**src/rtl/imm_ext_pkg.sv**
```systemverilog
// Shared format codes and helpers for the decode-stage immediate generator.
package imm_ext_pkg;

   localparam logic [2:0] FMT_I    = 3'd0;
   localparam logic [2:0] FMT_D    = 3'd1;
   localparam logic [2:0] FMT_B    = 3'd2;
   localparam logic [2:0] FMT_CB   = 3'd3;
   localparam logic [2:0] FMT_MOVZ = 3'd4;
   localparam logic [2:0] FMT_MOVN = 3'd5;
   localparam logic [2:0] FMT_MOVK = 3'd6;
   localparam logic [2:0] FMT_RSVD = 3'd7;

   // Bit position of the 16-bit move-wide field selected by hw (0, 16, 32, 48).
   function automatic logic [5:0] movw_shift(input logic [1:0] hw);
      return {hw, 4'b0000};
   endfunction

endpackage

```
**src/rtl/imm_fifo.sv**
```systemverilog
// Show-ahead synchronous FIFO; head word is readable whenever count is non-zero.
module imm_fifo #(
   parameter int WIDTH = 65,
   parameter int DEPTH = 2
) (
   input  logic                     clk,
   input  logic                     rst,
   input  logic                     push,
   input  logic                     pop,
   input  logic [WIDTH-1:0]         din,
   output logic [WIDTH-1:0]         dout,
   output logic                     valid,
   output logic [$clog2(DEPTH):0]   count
);

   localparam int AW = $clog2(DEPTH);
   localparam int CW = AW + 1;

   logic [WIDTH-1:0] mem [DEPTH];
   logic [AW-1:0]    wr_ptr;
   logic [AW-1:0]    rd_ptr;

   // Pointers wrap naturally because DEPTH is a power of two.
   always_ff @(posedge clk or posedge rst) begin
      if (rst) begin
         wr_ptr <= '0;
         rd_ptr <= '0;
         count  <= '0;
      end else begin
         if (push) wr_ptr <= wr_ptr + AW'(1);
         if (pop)  rd_ptr <= rd_ptr + AW'(1);
         case ({push, pop})
            2'b10:   count <= count + CW'(1);
            2'b01:   count <= count - CW'(1);
            default: count <= count;
         endcase
      end
   end

   always_ff @(posedge clk) begin
      if (push) mem[wr_ptr] <= din;
   end

   assign dout  = mem[rd_ptr];
   assign valid = (count != '0);

endmodule

```
**src/rtl/imm_extend_pipe.sv**
```systemverilog
// Decode-stage immediate generator: extends/merges the immediate for each format
// and queues results in a valid/ready FIFO so decode can run ahead of execute.
module imm_extend_pipe
   import imm_ext_pkg::*;
#(
   parameter int DATA_W   = 64,
   parameter int DEPTH    = 2,
   parameter int BR_SHIFT = 2,
   parameter int CNT_W    = 16
) (
   input  logic                    CLK,
   input  logic                    Reset,
   input  logic                    InValid,
   output logic                    InReady,
   input  logic [25:0]             InstructionBits,
   input  logic [2:0]              Control,
   input  logic [DATA_W-1:0]       OldValue,
   output logic                    OutValid,
   input  logic                    OutReady,
   output logic [DATA_W-1:0]       Extended,
   output logic                    Illegal,
   output logic [$clog2(DEPTH):0]  Occupancy,
   output logic [CNT_W-1:0]        IllegalCount
);

   localparam int OCC_W = $clog2(DEPTH) + 1;
   localparam logic [OCC_W-1:0] FULL_OCC = OCC_W'(DEPTH);

   function automatic logic [CNT_W-1:0] sat_inc(input logic [CNT_W-1:0] c);
      return (&c) ? c : c + CNT_W'(1);
   endfunction

   logic signed [DATA_W-1:0] sx_i_p0, sx_d_p0, sx_b_p0, sx_cb_p0;
   logic [15:0]              imm16_p0;
   logic [5:0]               sh_p0;
   logic [DATA_W-1:0]        movz_p0, keep_p0, res_p0;
   logic                     is_mov_p0, ill_p0;
   logic                     accept, pop;
   logic [DATA_W:0]          head_p1;
   logic                     vld_p1;

   // ---- p0: combinational extend/merge on the request being accepted ----
   assign sx_i_p0  = {{(DATA_W-12){InstructionBits[21]}}, InstructionBits[21:10]};
   assign sx_d_p0  = {{(DATA_W-9){InstructionBits[20]}},  InstructionBits[20:12]};
   assign sx_b_p0  = {{(DATA_W-26){InstructionBits[25]}}, InstructionBits[25:0]};
   assign sx_cb_p0 = {{(DATA_W-19){InstructionBits[23]}}, InstructionBits[23:5]};

   assign imm16_p0  = InstructionBits[20:5];
   assign sh_p0     = movw_shift(InstructionBits[22:21]);
   assign movz_p0   = DATA_W'(imm16_p0) << sh_p0;
   assign keep_p0   = ~(DATA_W'(16'hFFFF) << sh_p0);
   assign is_mov_p0 = (Control == FMT_MOVZ) || (Control == FMT_MOVN) || (Control == FMT_MOVK);
   assign ill_p0    = (Control == FMT_RSVD) || (is_mov_p0 && (32'(sh_p0) >= DATA_W));

   always_comb begin
      res_p0 = '0;
      case (Control)
         FMT_I:    res_p0 = sx_i_p0;
         FMT_D:    res_p0 = sx_d_p0;
         FMT_B:    res_p0 = sx_b_p0 <<< BR_SHIFT;
         FMT_CB:   res_p0 = sx_cb_p0 <<< BR_SHIFT;
         FMT_MOVZ: res_p0 = movz_p0;
         FMT_MOVN: res_p0 = ~movz_p0;
         FMT_MOVK: res_p0 = (OldValue & keep_p0) | movz_p0;
         default:  res_p0 = '0;
      endcase
      if (ill_p0) res_p0 = '0;
   end

   // A full FIFO still accepts when the head leaves in the same cycle.
   assign InReady = (Occupancy < FULL_OCC) || OutReady;
   assign accept  = InValid && InReady;
   assign pop     = vld_p1 && OutReady;

   // ---- p1: queued results, head presented show-ahead ----
   imm_fifo #(
      .WIDTH (DATA_W + 1),
      .DEPTH (DEPTH)
   ) u_fifo (
      .clk   (CLK),
      .rst   (Reset),
      .push  (accept),
      .pop   (pop),
      .din   ({ill_p0, res_p0}),
      .dout  (head_p1),
      .valid (vld_p1),
      .count (Occupancy)
   );

   assign OutValid = vld_p1;
   assign Extended = vld_p1 ? head_p1[DATA_W-1:0] : '0;
   assign Illegal  = vld_p1 && head_p1[DATA_W];

   always_ff @(posedge CLK or posedge Reset) begin
      if (Reset)                 IllegalCount <= '0;
      else if (accept && ill_p0) IllegalCount <= sat_inc(IllegalCount);
   end

endmodule
```
**config.mk**
```make
export PLATFORM = sky130hd
export DESIGN_NAME = imm_extend_pipe
export DESIGN_NICKNAME = d
export VERILOG_FILES = /design/src/rtl/imm_ext_pkg.sv /design/src/rtl/imm_fifo.sv /design/src/rtl/imm_extend_pipe.sv
export SDC_FILE = /design/constraint.sdc
export NUM_CORES = 1
export LEC_CHECK = 0
export CAP_MARGIN = 20
export CORE_UTILIZATION = 55
export CTS_CLUSTER_DIAMETER = 50
export DETAILED_ROUTE_END_ITERATION = 10
export GPL_ROUTABILITY_DRIVEN = 1
export PLACE_DENSITY = 0.85
export SLEW_MARGIN = 20
export SYNTH_ARGS = -nofsm -noshare
export SYNTH_HDL_FRONTEND = slang
export SYNTH_HIERARCHICAL = 1
export SYNTH_SLANG_ARGS = --single-unit
```
**constraint.sdc**
```tcl
create_clock -name CLK -period 12.3 [get_ports CLK]
set_clock_uncertainty 0.1 [all_clocks]
set_input_delay 3.075 -clock CLK [delete_from_list [all_inputs] [get_ports CLK]]
set_output_delay 3.075 -clock CLK [all_outputs]
set_load 0.02 [all_outputs]
```
==> flow_metrics.env <==
export IMPL_min_delay_start="IllegalCount[15]"
export IMPL_cts_tree="done"
export IMPL_fin_crit_ns=7.55
export IMPL_remaining_drc_errors=0
export IMPL_peakVddDrop_mv=0.157
export IMPL_dp_hpwl_mm=15.1
export IMPL_regToRegStartpoint="u_fifo/count[1]"
export IMPL_critPathKind="in -> out"
export IMPL_cp_required_ns=9.12
export IMPL_cts_setup_buffers=0
export IMPL_max_stage_delay_ns=0.63
export IMPL_status="complete, no violations"
export IMPL_cp_top_family="buffers and inverters"
export IMPL_clk_latency_ns=0.43
export IMPL_die_x_microns=130
export IMPL_cts_made_buffers=17
export IMPL_grt_pass1_vias=7204
export IMPL_synthArstFlopShare_pct=13.3
export IMPL_slew_headroom_pct=35.6
export IMPL_rows=46
export IMPL_finalSetupTns_ns=0
export IMPL_placed_cells=1075
export IMPL_io_pin_count=182
export IMPL_htree_levels=4
export IMPL_leakagePower_uw=0.00453
export IMPL_power_density_nw_per_um2=198
export IMPL_seq_area_frac_synth_pct=49.1
export IMPL_dp_slack_ns=4.76
export IMPL_crit_arrival_ns=4.38
export IMPL_synth_commonest_cells="edfxtp_1 (130), and2_1 (70), a21o_1 (57), clkbuf_1 (47), mux2_4 (41)"
export IMPL_synth_warnings=6
export IMPL_clockBufferDepth=2
export IMPL_synth_top_area_share_pct=43.6
export IMPL_synth_seq_cells=150
export IMPL_num_vias=7143
export IMPL_clock_fmax_ghz=0.132
export IMPL_wl_mm=25.3
export IMPL_clock_sinks=150
export IMPL_start_kind="input pin"
export IMPL_dr_pass1_iters=5
export IMPL_synth_distinct_cells=62
export IMPL_synth_top_cell_by_area="edfxtp_1"
export IMPL_max_cap_violations=0
export IMPL_synth_area_top_cells="edfxtp_1 (44%), mux2_4 (6.9%), dfrtp_1 (5.6%)"
export IMPL_finalNonFillerCells=1113
export IMPL_antenna_found_initial=0
export IMPL_synth_most_common_cell="edfxtp_1"
export IMPL_ant_nets=0
export IMPL_worst_path_buf_inv=2
export IMPL_slew_viol_final=0
export IMPL_crit_slowest_cell="clkdlybuf4s50_1"
export IMPL_port_buffer_count=181
export IMPL_wl_per_cell_microns=22.8
export IMPL_synth_enable_flop_cells=130
export IMPL_ys_flop_type="edfxtp_1"
export IMPL_synth_nets=845
export IMPL_setup_violations_final=0
export IMPL_hold_path_class="reg -> reg"
export IMPL_synthCells=746
export IMPL_fin_ws_ns=4.75
export IMPL_grt_max_degree=85
export IMPL_gp_congestion=0.827
export IMPL_crit_top_cell="clkdlybuf4s50_1"
export IMPL_worst_pin_slew_ns=0.965
export IMPL_cp_max_fo=3
export IMPL_drt_first_iter_violations=859
export IMPL_fp_dieH_microns=130
export IMPL_final_hold_viol_count=0
export IMPL_synth_avg_cell_area_sq_um=12.0
export IMPL_layout_nets=979
export IMPL_rsz0062_at_grt="no"
export IMPL_syn_cell_area_sq_um=8960
export IMPL_gr_total_overflow=0
export IMPL_cts_root_buf="clkbuf_16"
export IMPL_fin_crit_sh_pct=61.4
export IMPL_placeableCoreArea_sq_um=15900
export IMPL_whs_ns=0.411
export IMPL_ctsResizeCount=0
export IMPL_die_area_sq_um=16800
export IMPL_drive_gt1_share_pct=16.6
export IMPL_hold_buffers=0
export IMPL_cp_end_kind="output port"
export IMPL_n_fill_cell=1099
export IMPL_grt_pass1_wl_mm=38.6
export IMPL_worstPathCellList="clkdlybuf4s50_1 > nand2b_1 > clkdlybuf4s50_1"
export IMPL_grt_usage_pct=30.5
export IMPL_critPathLaunch="OutReady"
export IMPL_syn_to_final_growth_pct=26.6
export IMPL_vias_per_cell=6.42
export IMPL_start_util_pct=56.4
export IMPL_clkSlewWorstSetupHoldPaths_ns=0.07
[area by class of cell]
cell class	count	area [sq um]	area share, %
Sequential cell	150	4410	38.9
Multi-Input combinational cell	513	4180	36.8
Timing Repair Buffer	193	1910	16.9
Clock buffer	17	425	3.75
Tap cell	216	270	2.38
Clock inverter	15	121	1.07
Inverter	5	18.8	0.165
Antenna cell	4	10.0	0.0882
[sequential cells by signal, summed over array words and instances (netlist names)]
signal	flops
u_fifo/mem	130
IllegalCount	16
u_fifo/count	2
u_fifo/rd_ptr	1
u_fifo/wr_ptr	1
[report_power, final]
part / leakage, uW / internal [uW] / switching, uW
Sequential: 0.00149 / 684 / 71.5
Combinational: 0.00277 / 515 / 494
Clock: 0.000275 / 262 / 222
[final timing paths]
kind,to,slack [ns],depth (start not counted)
max,InReady,4.75,3
min,IllegalCount[15],0.41,1
max reg2reg,u_fifo/mem[0][28],9.98,5
min reg2reg,IllegalCount[15],0.41,1
max in group asynchronous,IllegalCount[0],8.75,2
min in group asynchronous,u_fifo/wr_ptr,2.76,2
[per-stage QoR]
stage,area [sq um],total power (uW),util (%)
4_1_cts,11300,2240,71.1
3_3_place_gp,10700,1730,67.7
5_1_grt,11300,2340,71.4
6_report,11300,2250,71.4
3_5_place_dp,10700,1750,67.7
2_1_floorplan,8960,1360,-
[placed cells by master (no fill, tap or decap), types with 5 or more instances in the layout]
master,instances
nand2b_1,6
nor4_1,7
mux4_2,8
mux2_4,41
o22ai_1,40
a211o_1,5
mux2_2,33
a22oi_1,14
clkinv_4,6
clkdlybuf4s50_1,178
edfxtp_1,130
buf_4,10
nand3_1,6
nor2_1,5
o211ai_1,7
dfrtp_1,19
a31oi_1,24
a22o_1,5
and2_1,69
xor2_1,18
and3_1,18
o21ai_0,15
a221o_1,5
clkbuf_16,17
a21o_1,57
a21oi_1,27
nand2_1,10
o21a_1,8
and3b_1,24
[worst register-to-register path, delay by kind of cell (launching register included)]
| family | cells | cell delay (ns) |
|---|---|---|
| buffers and inverters | 2 | 0.88 |
| flip-flops | 1 | 0.41 |
| AND/OR/NAND/NOR | 3 | 0.52 |
[metal layers]
metal | share of wire (%) | up-vias | global-route usage (%)
met4 | 2.9 | 0 | 14.8
met1 | 37 | 3452 | 38.7
met3 | 11 | 63 | 7.60
met2 | 49 | 467 | 48.8
met5 | 0 | - | 0
li1 | - | 3161 | -
[logic make-up (layout without fill, tap and decap cells)]
group	Yosys count	in the layout	share of synthesized area, %
xor gates and xnor gates	21	21	2.05
and+or+nand+nor	180	180	13.5
other	0	4	0
AOI/OAI and AO/OA	225	225	17.4
adders and majority gates	2	2	0.279
buffers and inverters	83	230	4.36
muxes	85	85	13.4
DFF	150	150	49.1
Power figures use the tool's default switching activity.
